### config.mk
export PLATFORM = sky130hd
export DESIGN_NAME = nn_frame_bridge
export DESIGN_NICKNAME = d
export VERILOG_FILES = /design/src/rtl/nn_bridge_pkg.sv /design/src/rtl/nn_frame_bridge_argmax.sv /design/src/rtl/nn_frame_bridge.sv
export SDC_FILE = /design/constraint.sdc
export NUM_CORES = 1
export LEC_CHECK = 0
export CAP_MARGIN = 10
export CORE_MARGIN = 8
export CORE_UTILIZATION = 47
export CTS_BUF_LIST = sky130_fd_sc_hd__clkbuf_8
export DETAILED_ROUTE_END_ITERATION = 10
export PLACE_DENSITY_LB_ADDON = 0.12
export SYNTH_ARGS = -nofsm -noshare
export SYNTH_HDL_FRONTEND = slang
export SYNTH_SLANG_ARGS = --single-unit
### constraint.sdc
create_clock -name clk -period 14.4 [get_ports clk]
set_clock_uncertainty 0.05 [all_clocks]
set_input_delay 4.32 -clock clk [delete_from_list [all_inputs] [get_ports clk]]
set_output_delay 4.32 -clock clk [all_outputs]
set_load 0.01 [all_outputs]
### src/rtl/nn_bridge_pkg.sv
// Shared types and helpers for the NN frame bridge.
//   state_t  : bridge control states
//   sample_t : signed fixed-point word at the default width
//   cls_w()  : index width for an N-entry vector (at least 1 bit)
package nn_bridge_pkg;

  localparam int unsigned SAMPLE_W = 16;

  typedef enum logic [2:0] {
    LOAD,
    FIRE,
    WAIT,
    CAP,
    DRAIN,
    RESYNC
  } state_t;

  typedef logic signed [SAMPLE_W-1:0] sample_t;

  function automatic int unsigned cls_w(input int unsigned n);
    return (n > 1) ? $clog2(n) : 1;
  endfunction

endpackage

### src/rtl/nn_frame_bridge_argmax.sv
// vec_argmax: combinational signed argmax over a flat vector of N words.
//   vec : N words, word i at vec[i*WIDTH +: WIDTH]
//   idx : index of the largest word; ties resolve to the lowest index
module vec_argmax
  import nn_bridge_pkg::*;
#(
  parameter int unsigned N     = 5,
  parameter int unsigned WIDTH = SAMPLE_W,
  parameter int unsigned IDX_W = cls_w(N)
) (
  input  logic [N*WIDTH-1:0] vec,
  output logic [IDX_W-1:0]   idx
);

  logic signed [WIDTH-1:0] best;

  always_comb begin
    best = $signed(vec[WIDTH-1:0]);
    idx  = '0;
    // Strict compare keeps the earliest index on ties.
    for (int unsigned i = 1; i < N; i++) begin
      if ($signed(vec[i*WIDTH +: WIDTH]) > best) begin
        best = $signed(vec[i*WIDTH +: WIDTH]);
        idx  = IDX_W'(i);
      end
    end
  end

endmodule

### src/rtl/nn_frame_bridge.sv
// nn_frame_bridge: stream-side frame interface of the jet-tagging core.
//   Inbound : s_valid/s_ready/s_data/s_last feature beats are collected into
//             nn_input_data; a complete frame fires the 1-cycle nn_input_ready.
//   Outbound: nn_output_data is captured CAPTURE_DELAY cycles after
//             nn_output_ready and replayed on m_valid/m_ready/m_data with
//             m_last on the final score and m_class = argmax of the scores.
//   err_len     : 1-cycle pulse after a frame of the wrong length
//   err_timeout : 1-cycle pulse when the core does not answer in time
//   clk / reset : rising-edge clock, asynchronous active-high reset
module nn_frame_bridge
  import nn_bridge_pkg::*;
#(
  parameter int unsigned WIDTH          = SAMPLE_W,
  parameter int unsigned NFRAC          = 10,
  parameter int unsigned INPUT_SIZE     = 16,
  parameter int unsigned OUTPUT_SIZE    = 5,
  parameter int unsigned CAPTURE_DELAY  = 2,
  parameter int unsigned TIMEOUT_CYCLES = 1024,
  localparam int unsigned CLS_W         = cls_w(OUTPUT_SIZE)
) (
  input  logic                          clk,
  input  logic                          reset,
  input  logic                          s_valid,
  output logic                          s_ready,
  input  logic [WIDTH-1:0]              s_data,
  input  logic                          s_last,
  output logic                          nn_input_ready,
  output logic [WIDTH*INPUT_SIZE-1:0]   nn_input_data,
  input  logic                          nn_output_ready,
  input  logic [WIDTH*OUTPUT_SIZE-1:0]  nn_output_data,
  output logic                          m_valid,
  input  logic                          m_ready,
  output logic [WIDTH-1:0]              m_data,
  output logic                          m_last,
  output logic [CLS_W-1:0]              m_class,
  output logic                          err_len,
  output logic                          err_timeout
);

  localparam int unsigned IDX_W  = cls_w(INPUT_SIZE);
  localparam int unsigned TCNT_W = cls_w(TIMEOUT_CYCLES);
  localparam int unsigned DCNT_W = cls_w(CAPTURE_DELAY);

  localparam logic [IDX_W-1:0]  IDX_LAST  = IDX_W'(INPUT_SIZE - 1);
  localparam logic [TCNT_W-1:0] TCNT_LAST = TCNT_W'(TIMEOUT_CYCLES - 1);
  localparam logic [DCNT_W-1:0] DCNT_LAST = DCNT_W'(CAPTURE_DELAY - 1);
  localparam logic [CLS_W-1:0]  K_LAST    = CLS_W'(OUTPUT_SIZE - 1);

  // NFRAC only documents the core's number format; words pass through unscaled.
  if (CAPTURE_DELAY == 0 || NFRAC >= WIDTH) begin : g_param_check
    $error("nn_frame_bridge: need CAPTURE_DELAY >= 1 and NFRAC < WIDTH");
  end

  state_t                          state, state_nxt;
  logic [IDX_W-1:0]                idx;
  logic [TCNT_W-1:0]               tcnt;
  logic [DCNT_W-1:0]               dcnt;
  logic [CLS_W-1:0]                k;
  logic [CLS_W-1:0]                cls_q, cls_d;
  logic [WIDTH*OUTPUT_SIZE-1:0]    res_buf;
  logic                            len_bad;
  logic                            to_hit;

  // Argmax runs on the word being captured so the class register loads on
  // the same edge as the result buffer and is ready with the first beat.
  vec_argmax #(
    .N     (OUTPUT_SIZE),
    .WIDTH (WIDTH),
    .IDX_W (CLS_W)
  ) u_argmax (
    .vec (nn_output_data),
    .idx (cls_d)
  );

  always_ff @(posedge clk or posedge reset) begin
    if (reset) begin
      state <= LOAD;
    end else begin
      state <= state_nxt;
    end
  end

  always_comb begin
    state_nxt      = state;
    s_ready        = 1'b0;
    nn_input_ready = 1'b0;
    m_valid        = 1'b0;
    len_bad        = 1'b0;
    to_hit         = 1'b0;
    unique case (state)
      LOAD: begin
        s_ready = 1'b1;
        if (s_valid) begin
          if (idx == IDX_LAST) begin
            if (s_last) begin
              state_nxt = FIRE;
            end else begin
              len_bad   = 1'b1;
              state_nxt = RESYNC;
            end
          end else if (s_last) begin
            len_bad = 1'b1;
          end
        end
      end
      RESYNC: begin
        s_ready = 1'b1;
        if (s_valid && s_last) begin
          state_nxt = LOAD;
        end
      end
      FIRE: begin
        nn_input_ready = 1'b1;
        state_nxt      = WAIT;
      end
      WAIT: begin
        // A response arriving on the final timeout cycle still wins.
        if (nn_output_ready) begin
          state_nxt = CAP;
        end else if (tcnt == TCNT_LAST) begin
          to_hit    = 1'b1;
          state_nxt = LOAD;
        end
      end
      CAP: begin
        if (dcnt == DCNT_LAST) begin
          state_nxt = DRAIN;
        end
      end
      DRAIN: begin
        m_valid = 1'b1;
        if (m_ready && k == K_LAST) begin
          state_nxt = LOAD;
        end
      end
      default: state_nxt = LOAD;
    endcase
  end

  always_ff @(posedge clk or posedge reset) begin
    if (reset) begin
      idx           <= '0;
      tcnt          <= '0;
      dcnt          <= '0;
      k             <= '0;
      cls_q         <= '0;
      res_buf       <= '0;
      nn_input_data <= '0;
      err_len       <= 1'b0;
      err_timeout   <= 1'b0;
    end else begin
      err_len     <= len_bad;
      err_timeout <= to_hit;
      tcnt        <= (state == WAIT) ? tcnt + 1'b1 : '0;
      dcnt        <= (state == CAP) ? dcnt + 1'b1 : '0;

      if (state == LOAD && s_valid) begin
        nn_input_data[idx*WIDTH +: WIDTH] <= s_data;
        idx <= (s_last || idx == IDX_LAST) ? '0 : idx + 1'b1;
      end

      if (state == CAP && dcnt == DCNT_LAST) begin
        res_buf <= nn_output_data;
        cls_q   <= cls_d;
        k       <= '0;
      end

      if (m_valid && m_ready) begin
        k <= (k == K_LAST) ? '0 : k + 1'b1;
      end
    end
  end

  assign m_data  = res_buf[k*WIDTH +: WIDTH];
  assign m_last  = (state == DRAIN) && (k == K_LAST);
  assign m_class = cls_q;

endmodule
==> Flow_metrics.wiki <==
{| class="wikitable"
! Metric !! Value
|-
| Clock slew at reported path FFs || approximately 0.060 ns
|-
| Sequential share of power || 36.7%
|-
| Prevailing post-synth register cell || sky130_fd_sc_hd__dfrtp_1
|-
| Reported net switching power || between 1.5 and 2 mW
|-
| Launching instance or port of the critical path || nn_output_data[15]
|-
| Storage cell area || 0.00906 mm2
|-
| Slowest stage cell, crit path || sky130_fd_sc_hd__clkdlybuf4s50_1
|-
| Post-synthesis cell type count || 59
|-
| Slowest stage delay, CP || 0.48 ns
|-
| Setup TNS after final layout || 0 ns
|-
| Number of violations reported at the end of detailed-routing iteration 0 || approximately 860
|-
| Core Util, Final || 62.6%
|-
| CTS sink cnt || about 360
|-
| Core Rows || 69
|-
| Sequential-to-total area share from yosys stat || 53.5%
|-
| Via count of the routed design || approximately 15000
|-
| Cell Count, Final, Fillers Out || 2670
|-
| Cell at the root of the clock tree || sky130_fd_sc_hd__clkbuf_8
|-
| Antenna violations before repair || 1
|-
| Number of buffers inserted during clock tree synthesis || 56
|-
| TritonCTS clock tree || yes
|-
| Count of flip-flops with a built-in enable after synthesis || 0
|-
| Setup CP Type || primary input to flop
|-
| Net switching fraction of the power || 37.6%
|-
| Floorplan die height || 206 um
|-
| Total I/O pin count || 383
|-
| Routed length per instance || 22.2 um
|-
| DP Cell Count || 2569
|-
| Kind of capture point of the worst setup path || flop
|-
| Post-Synthesis Net Count || just under 2000
|-
| Worst path required time || 14.93 ns
|-
| VDD IR max || 0.000124 V
|-
| Clk buf depth || 3
|-
| CTS-repair resized insts || 0
|-
| Kind of start point of the critical path || primary input
|-
| Remaining antenna violation count || 0
|-
| Clk_lat worst skew || 0.63 ns
|-
| Remaining global-route overflow || 0
|-
| Count of maximum capacitance violations || 0
|-
| Number of flip-flops and latches in the synthesized netlist || approximately 360
|-
| Power Dens Cells || 189 mW/mm2
|-
| Relative contribution of the clock network to total power || between 20% and 30%
|-
| Maximum number of pins on one net before global-route repair || 152
|-
| RSZ-0062 raised after global routing || false
|-
| Detail-routed via count per cell || 5.49
|-
| Iteration count of the initial detailed-routing pass || 5
|-
| Buffers inserted by post-CTS timing repair || 0
|-
| Outcome || finished clean
|-
| Leakage dissipation || 10.0 nW
|-
| Slew Limit Fails || 0
|-
| # setup viols final || 0
|-
| Combined area of the multi-input logic cells || 0.00730 mm2
|-
| Time the final worst path needs with I/O delays and setup || 13.36 ns
|-
| Type of the worst min-delay path || flop to flop
|-
| Worst Hold Launch || tcnt[0]
|-
| Diode insertion count for antenna repair || 0
|-
| Post-detailed-route DRC marker count || 0
|-
| Placeable core region || 0.0356 mm2
|-
| Routed wire length || 59300 um
|-
| # fillers || 3058
|-
| Port Buffer Count || 382
|-
| Max_slew headroom || 19.3%
|-
| Die area || approximately 0.042 mm2
|-
| Final HPWL DP || approximately 45000 um
|-
| First-pass GRT wire length || 88600 um
|-
| Hold bufs inserted after CTS || 0
|-
| Part of the power in combinational logic || 42.0%
|-
| Number of hold violations in the final report || 0
|-
| Final worst path period share || between 90 and 100%
|-
| Mapped Cells || 1812
|-
| Number of global-route vias before repair || 14500
|-
| Worst R2R Start || idx[0]
|-
| Internal || roughly 2.6 mW
|-
| Number of synthesis warnings || 0
|-
| Die width || 206 um
|-
| Mapped Area || between 0.015 and 0.02 mm2
|-
| Critical path data arrival time || 13.89 ns
|-
| Measured slew at the worst slew-check pin || 1.20 ns
|-
| Worst-path fanout max || 20
|-
| Layout overhead on the synthesized area || 31.4%
|-
| Max Fclk || 0.0748 GHz
|-
| Async S/R FF share, synth || 100%
|-
| Total Routing Usage GR || a little over a quarter
|-
| GPL Wtd Cong || a little under 1
|-
| Number of H-tree levels || 2
|-
| Layout net count || 2339
|-
| Post-Synthesis Mean Instance Area || 9.35 um2
|-
| Starting Density || 47.6%
|-
| Ratio of cells with drive above 1 in the final layout || 7.56%
|}
-- sequential cells by signal (all words and copies together), names as in the netlist --
signal         flops
dcnt               1
err_len            1
err_timeout        1
idx                4
k                  3
m_class            3
nn_input_data    256
res_buf           80
state              3
tcnt              10
-- final timing paths --
check	slack, ns	cells past startpoint	end
setup reg to reg	11.24	8	nn_input_data[38]
hold reg to reg	0.41	1	tcnt[0]
setup / recovery	1.04	42	m_class[1]
max in group asynchronous	8.55	4	nn_input_data[110]
hold / removal	0.41	1	tcnt[0]
min in group asynchronous	4.20	3	nn_input_data[123]
-- kinds of logic after synthesis --
kind of cell / share of synthesized area (%)
simple gates: 17.7
compound gates: 12.9
flops: 53.5
buf+inv: 3.54
mux: 6.42
fa+ha+maj: 5.24
xor+xnor: 0.723
-- layout make-up --
class | instances | share of cell area [%]
Multi-Input combinational cell | 1298 | 32.8
Clock inverter | 28 | 0.792
Sequential cell | 362 | 40.7
Timing Repair Buffer | 401 | 17.9
Inverter | 47 | 0.809
Tap cell | 461 | 2.59
Clock buffer | 73 | 4.51
-- critical path, delay by kind of cell --
kind	cells	cell delay, ns
adders and majority gates	4	1.34
and+or+nand+nor	11	1.84
buffers and inverters	8	1.71
muxes	4	0.99
AOI/OAI and AO/OA	15	3.68
-- per-layer routing --
| metal | up-vias | track usage, % | routed length [um] |
|---|---|---|---|
| li1 | 6873 | - | - |
| met1 | 7075 | 34.5 | 24000 |
| met2 | 587 | 46.0 | 28400 |
| met3 | 117 | 5.39 | 4530 |
| met4 | 2 | 10.5 | 2320 |
| met5 | - | 0 | 10 |
-- layout by cell type (no fill, tap or decap), drive strengths merged, types with 45 or more instances in the layout --
master and instances:
a21oi 45, clkbuf 73, clkdlybuf4s50 382, dfrtp 362, ha 71, inv 65, mux2 54, mux2i 48
nand2 554, nor2 67, o21ai 257
-- power by group through the flow --
stage | registers, mW | logic, mW | clock network (mW)
after floorplan | 1.61 | 0.763 | 0
after global placement | 1.55 | 1.75 | 0
after detailed placement | 1.56 | 1.77 | 0
after CTS | 1.54 | 1.78 | 0.913
after global routing | 1.58 | 1.92 | 0.955
final | 1.55 | 1.77 | 0.895
-- synthesized netlist by cell type, drive strengths merged, types with 2 or more instances --
cell type / number / area share [%]
o311ai: 13 / 0.67
o22ai: 18 / 0.66
or3: 3 / 0.11
nand3b: 13 / 0.58
nand4: 16 / 0.68
a31oi: 2 / 0.16
a21o: 11 / 0.49
o41ai: 2 / 0.15
nand2: 554 / 12
dfrtp: 362 / 53
buf: 14 / 0.48
nor3: 18 / 0.53
a311oi: 3 / 0.16
a21oi: 45 / 1.3
and3: 10 / 0.40
o2111ai: 2 / 0.10
a22o: 3 / 0.16
a211oi: 8 / 0.35
o21a: 8 / 0.35
mux2: 54 / 3.6
inv: 47 / 1.0
xnor2: 4 / 0.21
xor2: 10 / 0.52
o211ai: 3 / 0.13
clkbuf: 91 / 2.0
mux2i: 48 / 2.8
a221o: 2 / 0.12
nor2b: 5 / 0.23
ha: 71 / 5.2
o21ai: 257 / 7.6
o31a: 2 / 0.10
nand2b: 3 / 0.11
nand3: 20 / 0.59
and2: 7 / 0.27
nor3b: 4 / 0.18
nor2: 67 / 1.5
-- per-stage QoR --
step           cell area [um2]  total power [mW]  setup WS, ns  hold WS (ns)
2_1_floorplan            17000              2.37          2.15         0.383
3_3_place_gp             21100              3.30         0.690         0.404
3_5_place_dp             21100              3.33         0.522         0.407
4_1_cts                  22300              4.24          1.18         0.420
5_1_grt                  22300              4.46         0.402         0.436
6_report                 22300              4.21          1.04         0.415
No activity file was read; power rests on OpenSTA's default activity.
